$ cat src/rtl/window_scheduler.sv
// Raster-scan sequencer for the 3x3 filter datapath: issues window reads,
// tracks read/filter latency and emits the matching write-back strobes.
module window_scheduler #(
   parameter int IMG_W   = 64,
   parameter int IMG_H   = 64,
   parameter int ADDR_W  = 12,
   parameter int RD_LAT  = 1,
   parameter int FIL_LAT = 2
) (
   input  logic              clk,
   input  logic              rst,
   input  logic              start,
   input  logic              stall,
   output logic              rd,
   output logic [ADDR_W-1:0] rd_addr,
   output logic              act,
   output logic              wr,
   output logic [ADDR_W-1:0] wr_addr,
   output logic              busy,
   output logic              done
);

   localparam int L = RD_LAT + FIL_LAT;
   localparam logic [ADDR_W-1:0] ADDR_FIRST = ADDR_W'(IMG_W + 1);
   localparam logic [ADDR_W-1:0] COL_LAST   = ADDR_W'(IMG_W - 2);
   localparam logic [ADDR_W-1:0] ROW_LAST   = ADDR_W'(IMG_H - 2);
   localparam logic [ADDR_W-1:0] ONE        = ADDR_W'(1);
   localparam logic [ADDR_W-1:0] ROW_SKIP   = ADDR_W'(3);

   typedef enum logic [1:0] {
      IDLE,
      SCAN,
      DRAIN,
      DONE
   } state_t;

   state_t            state;
   state_t            state_nx;
   logic [ADDR_W-1:0] row;
   logic [ADDR_W-1:0] col;
   logic [ADDR_W-1:0] addr;
   logic              last;
   logic [L-1:0]      vld;
   logic [ADDR_W-1:0] pa [L];

   assign last = (row == ROW_LAST) && (col == COL_LAST);

   always_ff @(posedge clk) begin
      if (rst) state <= IDLE;
      else     state <= state_nx;
   end

   // Leave DRAIN on the active cycle that writes the last pending pixel
   always_comb begin
      state_nx = state;
      rd       = 1'b0;
      busy     = 1'b0;
      done     = 1'b0;
      case (state)
         IDLE: begin
            if (start) state_nx = SCAN;
         end
         SCAN: begin
            busy = 1'b1;
            rd   = ~stall;
            if (!stall && last) state_nx = DRAIN;
         end
         DRAIN: begin
            busy = 1'b1;
            if (!stall && !(|vld[L-2:0])) state_nx = DONE;
         end
         DONE: begin
            done     = 1'b1;
            state_nx = IDLE;
         end
         default: state_nx = IDLE;
      endcase
   end

   // Address tracks row*IMG_W+col incrementally; wrap skips the two border columns
   always_ff @(posedge clk) begin
      if (rst || (state == IDLE && start)) begin
         row  <= ONE;
         col  <= ONE;
         addr <= ADDR_FIRST;
      end else if (rd) begin
         if (last) begin
            row  <= ONE;
            col  <= ONE;
            addr <= ADDR_FIRST;
         end else if (col == COL_LAST) begin
            row  <= row + ONE;
            col  <= ONE;
            addr <= addr + ROW_SKIP;
         end else begin
            col  <= col + ONE;
            addr <= addr + ONE;
         end
      end
   end

   always_ff @(posedge clk) begin
      if (rst) begin
         vld <= '0;
         for (int i = 0; i < L; i++) pa[i] <= '0;
      end else if (!stall) begin
         vld   <= {vld[L-2:0], rd};
         pa[0] <= addr;
         for (int i = 1; i < L; i++) pa[i] <= pa[i-1];
      end
   end

   assign rd_addr = addr;
   assign act     = vld[RD_LAT-1] & ~stall;
   assign wr      = vld[L-1] & ~stall;
   assign wr_addr = pa[L-1];

endmodule

$ cat config.mk
export PLATFORM = sky130hd
export DESIGN_NAME = window_scheduler
export DESIGN_NICKNAME = d
export VERILOG_FILES = /design/src/rtl/window_scheduler.sv
export SDC_FILE = /design/constraint.sdc
export NUM_CORES = 1
export LEC_CHECK = 0
export ABC_AREA = 1
export BUFFER_PORTS_ARGS = -buffer_cell sky130_fd_sc_hd__buf_2
export CAP_MARGIN = 20
export CORE_ASPECT_RATIO = 0.6
export CORE_UTILIZATION = 51
export CTS_CLUSTER_DIAMETER = 50
export DETAILED_ROUTE_END_ITERATION = 10
export GPL_TIMING_DRIVEN = 0
export PLACE_DENSITY = 0.78
export SYNTH_ARGS = -nofsm -noshare
export SYNTH_HDL_FRONTEND = slang
export SYNTH_SLANG_ARGS = --single-unit
$ cat constraint.sdc
create_clock -name clk -period 2.6 [get_ports clk]
set_input_delay 0 -clock clk [delete_from_list [all_inputs] [get_ports clk]]
set_output_delay 0 -clock clk [all_outputs]
set_load 0.03 [all_outputs]
==> results.rst <==
.. list-table::
   :header-rows: 1

   * - Metric
     - Value
   * - Required time reported for the critical path endpoint
     - ~2800 ps
   * - Chip height
     - between 60 and 70 microns
   * - Setup Crit Path Kind
     - reg2reg
   * - Clock slew seen by the registers of the worst setup and hold paths
     - approximately 60 ps
   * - Antenna fix cells
     - 0
   * - Clk_lat worst skew
     - 330 ps
   * - Net count of the finished layout
     - 485
   * - Synth Area per Inst
     - 8.58 sq um
   * - Setup crit end kind
     - flop
   * - Placement-stage cell area
     - approximately 3900 sq um
   * - Row count
     - 23
   * - Series of cell instances along the critical path
     - inv_1 -> ha_1 -> nand2_1 -> nor2_4 -> nand2_1 -> inv_1 -> ha_1 -> a21oi_1 -> or2_2 -> nor2_1 -> nand2_1 -> nor2_1 -> nand2_1 -> nand2_1 -> nor2_1
   * - Fin cells
     - 562
   * - Via count of the routed design
     - between 2000 and 3000
   * - Horizontal die dimension
     - 111 microns
   * - Pin count of the biggest net entering global routing
     - 25
   * - Fin Clk Skew
     - 8.97 ps
   * - Critical Path Most Common Cell
     - nand2_1
   * - Buffers inserted by post-CTS timing repair
     - 0
   * - Max-cap violations
     - 0
   * - P&R area growth vs syn
     - 18.7%
   * - Library cell contributing the largest single delay on the critical path
     - dfxtp_1
   * - Detailed Route Iter0 Violations
     - between 150 and 200
   * - Area of the placeable core
     - a little under 7000 sq um
   * - Grt ovf
     - 0
   * - Number of synthesized register bits
     - 77
   * - Status
     - finished, violations left
   * - Final Instance Area
     - about 4300 sq um
   * - Routability congestion estimate from global placement
     - about 0.89
   * - Maximum level of the CTS H-tree
     - 3
   * - Placed cell count
     - 544
   * - Clock tree from TritonCTS
     - done
   * - Number of buffer and inverter instances along the worst setup path
     - 2
   * - Post-synthesis net count
     - ~440
   * - Violated checks
     - DRC
   * - Sequential cell area fraction in the yosys report
     - roughly 52%
   * - # port buffers
     - 32
   * - Clock Root Buffer
     - clkbuf_16
   * - Ratio of cells with drive above 1 in the final layout
     - between 10% and 20%
   * - Number of clock buffers inserted by TritonCTS
     - 9
   * - DRC violations left
     - 8
   * - Final Core Density
     - 63.6%
   * - Worst voltage drop across the vdd grid
     - a little under 0.4 mV
   * - Yosys warns
     - 0
   * - Final Hold Violating Endpoints
     - 0
   * - Max-slew violation count
     - 0
   * - Worst Hold Class
     - in2reg
   * - Biggest cell delay along the critical path
     - approximately 330 ps
   * - Routed len/inst
     - roughly 12 microns
   * - Number of global-route vias before repair
     - around 2400
   * - Clock Tree Buf Depth
     - 2
   * - Starting utilization of the core area
     - a little over half
   * - Setup repair after global routing missed its margin
     - no
   * - Reg-to-reg slack, setup
     - around 360 ps
   * - Floorplan die area
     - roughly 7500 sq um
   * - Total leakage power
     - 1.86 nW
   * - Initial DRT Pass Iterations
     - 8
   * - Final critical path time including I/O delays and setup
     - between 2000 and 2500 ps
   * - Antenna violations before repair
     - 0
   * - First-pass GRT wire length
     - 11.3 mm
   * - Vias per Instance
     - between 4 and 5
   * - Power per cell area
     - roughly 770 nW/um^2
   * - Final WL
     - roughly 7 mm
   * - Final Cycle Share
     - a little under nine tenths
   * - Overall fraction of global-route tracks in use
     - 19.9%
   * - Total negative slack for setup checks
     - 0 ps
   * - Synthesized instance count
     - roughly 420
   * - Distinct cell type count of the synthesized netlist
     - 36
   * - HPWL after detailed placement
     - about 4.8 mm
   * - Critical path's top delay family
     - simple AND/OR/NAND/NOR gates
   * - Max FO, Critical Path
     - 4
   * - Setup violation total in the final timing report
     - 0
   * - CTS sink cnt
     - 77
   * - Transition time at the pin with the least slew margin
     - around 660 ps
   * - Antenna violation net count after detailed routing
     - 0
   * - Arrival @ worst endpoint
     - about 2400 ps
   * - Max Clock Freq
     - 0.447 GHz
   * - Headroom to the max-slew limit
     - roughly 56%
   * - Mapped Area
     - between 3000 and 4000 sq um
   * - Startpoint type of the worst setup path
     - flop
   * - Top-Level Pins
     - 33
Yosys cell counts:
master | count | area share (%)
edfxtp_1 | 36 | 30
o21ai_0 | 5 | 0.69
o21ai_2 | 1 | 0.24
o21bai_2 | 1 | 0.31
ha_1 | 10 | 3.4
a211oi_1 | 4 | 0.83
clkbuf_1 | 3 | 0.31
nand3b_1 | 1 | 0.21
nor2_4 | 3 | 0.93
buf_4 | 13 | 2.7
dfxtp_1 | 41 | 23
inv_2 | 7 | 0.72
nand2_1 | 59 | 6.1
nand4_1 | 6 | 1.0
o21ai_1 | 4 | 0.55
nand3_4 | 1 | 0.48
nor3b_1 | 2 | 0.41
nor2_2 | 1 | 0.17
buf_6 | 1 | 0.31
xor2_1 | 11 | 2.6
nor3_2 | 2 | 0.55
o211ai_1 | 2 | 0.41
a22oi_1 | 1 | 0.21
nand3_1 | 19 | 2.6
o22ai_1 | 1 | 0.17
or2_2 | 1 | 0.17
o21bai_1 | 1 | 0.21
xnor2_1 | 3 | 0.72
and3_1 | 2 | 0.34
nor3_1 | 10 | 1.4
nor2_1 | 86 | 8.9
fa_1 | 1 | 0.55
a21oi_1 | 14 | 1.9
or3_1 | 1 | 0.17
inv_1 | 68 | 7.0
nand2_2 | 2 | 0.34
cell families after synthesis:
| family | Yosys count | share of synthesized area [%] |
|---|---|---|
| DFF | 77 | 52.3 |
| buffers and inverters | 92 | 11.0 |
| and+or+nand+nor | 196 | 23.8 |
| AOI/OAI and AO/OA | 34 | 5.54 |
| adders and majority gates | 11 | 3.99 |
| xor gates and xnor gates | 14 | 3.37 |
final timing paths:
path / startpoint / endpoint / cells after the start
worst max-delay path: col[0] / rd_addr[11] / 15
worst min-delay path: start / col[0] / 3
worst max register to register: col[0] / rd_addr[11] / 15
worst min register to register: vld[2] / vld[2] / 2
area by class of cell:
cell class	count	area, sq um
buffer	17	120
clock buffer	9	225
clock inverter	7	138
fill	569	2470
inverter	75	282
multi-input combinational	255	1330
sequential	77	1900
tap	87	109
timing repair buffer	35	208
worst min-delay path, delay by kind of cell:
kind | cells | cell delay [ps]
AO/OA/AOI/OAI | 2 | 260
buffers and inverters | 1 | 90
registers in the layout, summed over array words and instances (netlist names):
name     count
row         12
pa          36
state        2
col         12
vld          3
rd_addr     12
layout by cell type (no fill, tap or decap), types with 2 or more instances in the layout:
| cell | instances |
|---|---|
| dfxtp_1 | 41 |
| clkbuf_16 | 9 |
| and3_1 | 2 |
| nor3b_1 | 2 |
| o211ai_1 | 2 |
| dlygate4sd3_1 | 2 |
| nor3_2 | 2 |
| nand2_1 | 59 |
| ha_1 | 10 |
| inv_2 | 7 |
| o21ai_0 | 5 |
| buf_4 | 13 |
| nor3_1 | 10 |
| xnor2_1 | 3 |
| a21oi_1 | 14 |
| clkinv_2 | 2 |
| clkbuf_1 | 3 |
| xor2_1 | 11 |
| o21ai_1 | 4 |
| bufinv_16 | 4 |
| a211oi_1 | 4 |
| nand2_2 | 2 |
| nor2_4 | 3 |
| nand4_1 | 6 |
| inv_1 | 68 |
| edfxtp_1 | 36 |
| buf_2 | 32 |
| nand3_1 | 19 |
| nor2_1 | 86 |
metal layers:
| layer | wire [microns] | share of wire [%] | up-vias | track usage [%] |
|---|---|---|---|---|
| met3 | 336 | 4.9 | 4 | 5.75 |
| met1 | 3460 | 51 | 1250 | 26.0 |
| met4 | 58 | 0.85 | 0 | 8.61 |
| met5 | 0 | 0 | - | 0 |
| met2 | 2970 | 44 | 54 | 31.5 |
| li1 | - | - | 1426 | - |
timing repair:
item,in CTS,in global routing
gates resized for setup,0,0
hold buffers,2,0
hold endpoints to repair,3,0
power breakdown:
part | switching, mW | leakage [nW] | total (mW) | internal, mW
Clock | 0.474 | 0.175 | 1.50 | 1.03
Sequential | 0.0348 | 0.731 | 1.36 | 1.33
Combinational | 0.298 | 0.955 | 0.443 | 0.144
stage by stage:
stage | hold WS (ps) | setup WS, ps | power (mW)
floorplan | 72.4 | 602 | 1.72
global placement | 233 | 435 | 1.81
detailed placement | 249 | 402 | 1.83
CTS | 31.7 | 376 | 3.34
global route | 61.4 | 164 | 3.43
finish | 45.8 | 362 | 3.31
(Power assumes the default switching activity.)
